[src/rtl/id_ex_stage.sv]
// ID/EX pipeline register with load-use hazard detection, EX-stage operand
// forwarding from EX/MEM and MEM/WB, and a saturating bubble counter.
module id_ex_stage #(
    parameter int WIDTH = 32
) (
    input  logic             clk,
    input  logic             rst_n,
    input  logic             d_valid,
    input  logic [WIDTH-1:0] d_pc,
    input  logic [WIDTH-1:0] d_rs1_data,
    input  logic [WIDTH-1:0] d_rs2_data,
    input  logic [WIDTH-1:0] d_imm,
    input  logic [4:0]       d_rs1,
    input  logic [4:0]       d_rs2,
    input  logic [4:0]       d_rd,
    input  logic [3:0]       d_alu_cntrl,
    input  logic             d_alu_src_b,
    input  logic             d_reg_write,
    input  logic             d_mem_write,
    input  logic [1:0]       d_result_src,
    input  logic             flush,
    input  logic [4:0]       mem_rd,
    input  logic             mem_reg_write,
    input  logic [WIDTH-1:0] mem_result,
    input  logic [4:0]       wb_rd,
    input  logic             wb_reg_write,
    input  logic [WIDTH-1:0] wb_result,
    output logic [WIDTH-1:0] alu_a,
    output logic [WIDTH-1:0] alu_b,
    output logic [3:0]       ex_alu_cntrl,
    output logic             ex_valid,
    output logic             ex_reg_write,
    output logic             ex_mem_write,
    output logic [1:0]       ex_result_src,
    output logic [4:0]       ex_rd,
    output logic [WIDTH-1:0] ex_pc,
    output logic [WIDTH-1:0] ex_store_data,
    output logic             stall_o,
    output logic [15:0]      perf_bubbles
);

    localparam logic [1:0] RES_LOAD = 2'b01;

    logic             vld_p1;
    logic [WIDTH-1:0] pc_p1;
    logic [WIDTH-1:0] rs1_data_p1;
    logic [WIDTH-1:0] rs2_data_p1;
    logic [WIDTH-1:0] imm_p1;
    logic [4:0]       rs1_p1;
    logic [4:0]       rs2_p1;
    logic [4:0]       rd_p1;
    logic [3:0]       alu_cntrl_p1;
    logic             alu_src_b_p1;
    logic             reg_write_p1;
    logic             mem_write_p1;
    logic [1:0]       result_src_p1;
    logic [15:0]      bubble_cnt_p1;

    logic             load_use;
    logic             bubble;
    logic [WIDTH-1:0] fwd_a;
    logic [WIDTH-1:0] fwd_b;

    function automatic logic [15:0] sat_inc(input logic [15:0] v);
        return (v == 16'hFFFF) ? v : v + 16'd1;
    endfunction

    // Youngest producer wins; x0 is hard-wired zero and never forwarded.
    function automatic logic [WIDTH-1:0] fwd_sel(
        input logic [4:0]       idx,
        input logic [WIDTH-1:0] reg_val,
        input logic [4:0]       m_rd,
        input logic             m_we,
        input logic [WIDTH-1:0] m_res,
        input logic [4:0]       w_rd,
        input logic             w_we,
        input logic [WIDTH-1:0] w_res
    );
        if (m_we && (m_rd != 5'd0) && (m_rd == idx)) begin
            return m_res;
        end else if (w_we && (w_rd != 5'd0) && (w_rd == idx)) begin
            return w_res;
        end
        return reg_val;
    endfunction

    // rs2 is compared even when the decoded instruction uses an immediate.
    always_comb begin
        load_use = ~flush & d_valid & vld_p1 & reg_write_p1
                 & (result_src_p1 == RES_LOAD) & (rd_p1 != 5'd0)
                 & ((rd_p1 == d_rs1) | (rd_p1 == d_rs2));
    end

    assign bubble  = flush | load_use;
    assign stall_o = load_use;

    // ---- ID -> EX boundary ----
    always_ff @(posedge clk or negedge rst_n) begin
        if (!rst_n) begin
            vld_p1        <= 1'b0;
            pc_p1         <= '0;
            rs1_data_p1   <= '0;
            rs2_data_p1   <= '0;
            imm_p1        <= '0;
            rs1_p1        <= '0;
            rs2_p1        <= '0;
            rd_p1         <= '0;
            alu_cntrl_p1  <= '0;
            alu_src_b_p1  <= 1'b0;
            reg_write_p1  <= 1'b0;
            mem_write_p1  <= 1'b0;
            result_src_p1 <= '0;
        end else if (bubble) begin
            vld_p1        <= 1'b0;
            pc_p1         <= '0;
            rs1_data_p1   <= '0;
            rs2_data_p1   <= '0;
            imm_p1        <= '0;
            rs1_p1        <= '0;
            rs2_p1        <= '0;
            rd_p1         <= '0;
            alu_cntrl_p1  <= '0;
            alu_src_b_p1  <= 1'b0;
            reg_write_p1  <= 1'b0;
            mem_write_p1  <= 1'b0;
            result_src_p1 <= '0;
        end else begin
            vld_p1        <= d_valid;
            pc_p1         <= d_pc;
            rs1_data_p1   <= d_rs1_data;
            rs2_data_p1   <= d_rs2_data;
            imm_p1        <= d_imm;
            rs1_p1        <= d_rs1;
            rs2_p1        <= d_rs2;
            rd_p1         <= d_rd;
            alu_cntrl_p1  <= d_valid ? d_alu_cntrl : 4'd0;
            alu_src_b_p1  <= d_valid & d_alu_src_b;
            reg_write_p1  <= d_valid & d_reg_write;
            mem_write_p1  <= d_valid & d_mem_write;
            result_src_p1 <= d_valid ? d_result_src : 2'b00;
        end
    end

    always_ff @(posedge clk or negedge rst_n) begin
        if (!rst_n) begin
            bubble_cnt_p1 <= '0;
        end else if (load_use) begin
            bubble_cnt_p1 <= sat_inc(bubble_cnt_p1);
        end
    end

    // ---- EX operand selection (combinational) ----
    always_comb begin
        fwd_a = fwd_sel(rs1_p1, rs1_data_p1, mem_rd, mem_reg_write, mem_result,
                        wb_rd, wb_reg_write, wb_result);
        fwd_b = fwd_sel(rs2_p1, rs2_data_p1, mem_rd, mem_reg_write, mem_result,
                        wb_rd, wb_reg_write, wb_result);
    end

    assign alu_a         = fwd_a;
    assign alu_b         = alu_src_b_p1 ? imm_p1 : fwd_b;
    assign ex_store_data = fwd_b;
    assign ex_alu_cntrl  = alu_cntrl_p1;
    assign ex_valid      = vld_p1;
    assign ex_reg_write  = reg_write_p1;
    assign ex_mem_write  = mem_write_p1;
    assign ex_result_src = result_src_p1;
    assign ex_rd         = rd_p1;
    assign ex_pc         = pc_p1;
    assign perf_bubbles  = bubble_cnt_p1;

endmodule

[config.mk]
export PLATFORM = sky130hd
export DESIGN_NAME = id_ex_stage
export DESIGN_NICKNAME = d
export VERILOG_FILES = /design/src/rtl/id_ex_stage.sv
export SDC_FILE = /design/constraint.sdc
export NUM_CORES = 1
export LEC_CHECK = 0
export ABC_AREA = 0
export CAP_MARGIN = 20
export CORE_ASPECT_RATIO = 0.75
export CORE_MARGIN = 5
export CORE_UTILIZATION = 38
export CTS_CLUSTER_DIAMETER = 120
export DETAILED_ROUTE_END_ITERATION = 10
export PLACE_DENSITY = 0.87
export SLEW_MARGIN = 40
export SYNTH_ARGS = -nofsm -noshare
export SYNTH_HDL_FRONTEND = slang
export SYNTH_SLANG_ARGS = --single-unit
[constraint.sdc]
create_clock -name clk -period 2.01 [get_ports clk]
set_input_delay 0.3015 -clock clk [delete_from_list [all_inputs] [get_ports clk]]
set_output_delay 0.3015 -clock clk [all_outputs]
set_load 0.02 [all_outputs]
==> impl_metrics.py <==
metrics = {
    "outcome": {
        "outcome": "finished with violations",
        "violations": "negative setup slack",
    },
    "cts": {
        "clock_sinks": 169,
        "cts_max_level": 4,
        "cts_buffers": 17,
        "clock_latency_ns": 0.43,
        "cts_buffer_depth": 2,
        "cts_tree": "done",
        "root_buffer": "clkbuf_16",
        "path_clk_slew_ns": 0.07,
    },
    "setup_path": {
        "crit_fanout": 6,
        "crit_arrival_ns": 2.54,
        "startpoint_type": "flop",
        "crit_path_end_kind": "output port",
        "criticalPathCategory": "flop to output port",
        "required_ns": 1.71,
    },
    "floorplanning": {
        "core_area_um2": 21800,
        "die_y_um": 138,
        "dieArea_um2": 25000,
        "dieWidth_um": 181,
        "initial_utilization_pct": 38.2,
        "ios": 391,
        "num_rows": 47,
    },
    "place": {
        "hpwl_um": 23000,
        "io_buffers": 390,
        "gp_congestion": 0.943,
        "numPlacedInstances": 1518,
    },
    "run": {
        "timing.max_cap.violations": 0,
    },
    "sta": {
        "fin_crit_ns": 2.84,
        "rsz0062_at_grt": "yes",
        "skew_ns": 0.0103,
        "slew_viol_final": 0,
        "layout_setup_ws_ns": -0.828,
        "tns_ns": -97.60,
        "setup_viol": 257,
        "max_freq_mhz": 352,
        "relSlewSlack_pct": 65.0,
        "hold_viol": 0,
        "min_period_over_period_pct": 141,
        "worstMarginPinSlew_ns": 0.526,
    },
    "yosys": {
        "netlist_area_um2": 8340,
        "ys_seq_area_share_pct": 50.7,
        "postSynth.asyncResetShare_pct": 100,
        "synthFlopType": "dfrtp_1",
        "syn_nets": 1014,
        "synth.distinct_cells": 40,
        "synth_cells": 781,
        "synth.avg_cell_area_um2": 10.7,
        "synth-seq-cells": 169,
        "synth_edf_count": 0,
        "yosys_warnings": 0,
    },
    "drt": {
        "viasPerCell": 5.23,
        "antenna_left": 0,
        "drtPass1Iterations": 6,
        "drc_errors": 0,
        "drtIter0Drc": 600,
        "drt-wirelength-per-cell_um": 23.7,
        "num_vias": 8678,
        "drt-total-wl_um": 39400,
    },
    "global_routing": {
        "antenna_found_initial": 6,
        "grt_overflow": 0,
        "grt_use_total_pct": 26.4,
        "grt_pass1_vias": 8792,
        "grt_pass1_wl_um": 51100,
        "grt_max_degree": 48,
    },
    "layout": {
        "finalNetCount": 1580,
        "fin_cells": 1658,
        "areaGrowthSynthToFinish_pct": 99.3,
        "drive_gt1_share_pct": 42.7,
    },
    "min_path": {
        "holdCritPathClass": "primary input to async pin",
    },
    "power_and_ir_drop": {
        "p_per_area_nw_per_um2": 566,
        "power_leakage_nw": 7.20,
        "vdd_ir_drop_max_uv": 453,
    },
}
==> cell families (layout without fill, tap and decap cells) <==
| kind of cell | Yosys count | in the layout | synth area share [%] |
|---|---|---|---|
| buf+inv | 88 | 666 | 5.64 |
| mux | 65 | 65 | 7.82 |
| simple gates | 307 | 307 | 20.5 |
| flops | 169 | 169 | 50.7 |
| xor+xnor | 44 | 44 | 4.62 |
| fa+ha+maj | 1 | 1 | 0.150 |
| other cells | 0 | 5 | 0 |
| compound gates | 107 | 107 | 10.5 |
==> routing by layer <==
metal  part of all wire, %  track usage [%]
met1                    37             30.9
met2                    50             45.5
met3                   8.7             8.51
met4                   4.1             9.71
met5                 0.046                0
==> cells in the mapped netlist, types with 2 or more instances <==
cell,instances,area share (%)
dfrtp_1,169,51
and2_1,152,11
mux2i_1,64,7.7
nor2_1,41,1.8
nand2_1,38,1.7
nor3_1,38,2.3
inv_1,36,1.6
a21oi_1,33,2.0
a221oi_2,30,5.4
xor2_1,27,2.8
o21ai_1,25,1.5
clkbuf_1,22,0.99
xnor2_1,17,1.8
buf_6,15,2.0
buf_2,10,0.60
nand3_1,10,0.60
nor4_1,9,0.68
o21ai_0,8,0.48
or4_1,5,0.45
buf_4,4,0.36
nor4b_1,3,0.32
o21a_1,3,0.27
a221oi_1,2,0.21
a31oi_1,2,0.15
and4_1,2,0.21
nand4_1,2,0.15
==> layout make-up <==
class,instances,area [µm²]
well taps,294,368
repair buffers,599,6380
diodes,5,12.5
clock inverters,14,134
fillers,1302,5200
inverters,36,135
clock buffers,17,425
flip-flops and latches,169,4230
multi-input cells,524,4930
==> sequential cells by signal, indices dropped and copies added, names as in the netlist <==
name	count
ex_result_src	2
imm_p1	32
ex_alu_cntrl	4
alu_src_b_p1	1
ex_reg_write	1
ex_valid	1
rs2_p1	5
rs1_p1	5
ex_pc	32
rs2_data_p1	32
ex_rd	5
ex_mem_write	1
perf_bubbles	16
rs1_data_p1	32
==> worst max-delay path, cell delays in order, from the launching register on <==
cell and delay, ns:
dfrtp_1 0.40, xor2_1 0.17, nor3_2 0.27, nand4_4 0.19, buf_12 0.20, buf_4 0.14
buf_6 0.12, mux2i_4 0.19, a221oi_2 0.24, buf_4 0.18
==> what timing repair did <==
item,CTS,global route
cloned,9,22
setup buffers,52,30
setup endpoints to repair,247,266
gates resized for setup,638,204
hold buffers,1,0
endpoints found under the hold margin,41,0
pin swaps,37,87
==> worst paths after layout <==
check	from	to	slack, ns	depth (start not counted)
worst max-delay path	rs2_p1[3]$_DFF_PN0_	alu_b[18]	-0.83	9
worst min register to register	perf_bubbles[5]$_DFFE_PN0P_	perf_bubbles[5]$_DFFE_PN0P_	0.52	1
worst max register to register	ex_rd[2]$_DFF_PN0_	rs2_data_p1[30]$_DFF_PN0_	-0.30	13
max in group asynchronous	rst_n	rs1_data_p1[17]$_DFF_PN0_	0.92	3
min in group clk	d_pc[9]	ex_pc[9]$_DFF_PN0_	0.42	2
worst min-delay path	rst_n	ex_pc[13]$_DFF_PN0_	0.38	2
==> metrics by stage <==
stage                     setup slack [ns]  hold slack, ns  util, %  power, mW  cell area (µm²)
after global routing                -0.904           0.400     76.2       9.71            16600
after global placement               -1.17           0.272     62.0       5.67            13500
final                               -0.828           0.378     76.2       9.41            16600
after CTS                           -0.880           0.383     70.0       9.08            15300
after detailed placement             -1.28           0.279     62.0       5.70            13500
after floorplan                     -0.122         0.00591        -       4.47             8620
==> layout by cell type, fill, tap and decap left out, types with 6 or more instances in the layout <==
cell / count
a21oi_1: 6
a21oi_2: 24
a221oi_2: 29
and2_1: 103
and2_4: 49
buf_12: 28
buf_16: 8
buf_4: 155
buf_6: 88
buf_8: 13
clkbuf_16: 30
clkdlybuf4s50_1: 284
dfrtp_1: 166
inv_1: 36
mux2i_1: 12
mux2i_2: 14
mux2i_4: 38
nand2_1: 36
nand3_1: 8
nor2_1: 32
nor2_2: 6
nor3_1: 27
nor3_2: 10
nor4_1: 6
o21ai_2: 24
o21ai_4: 9
xnor2_1: 16
xor2_1: 27
==> power breakdown <==
part	total, mW	internal, mW	switching, mW	leakage [nW]
clock network	3.20	1.64	1.57	0.272
registers	3.64	3.55	0.0873	2.19
logic	2.57	1.43	1.14	4.73
(Power assumes the default switching activity.)
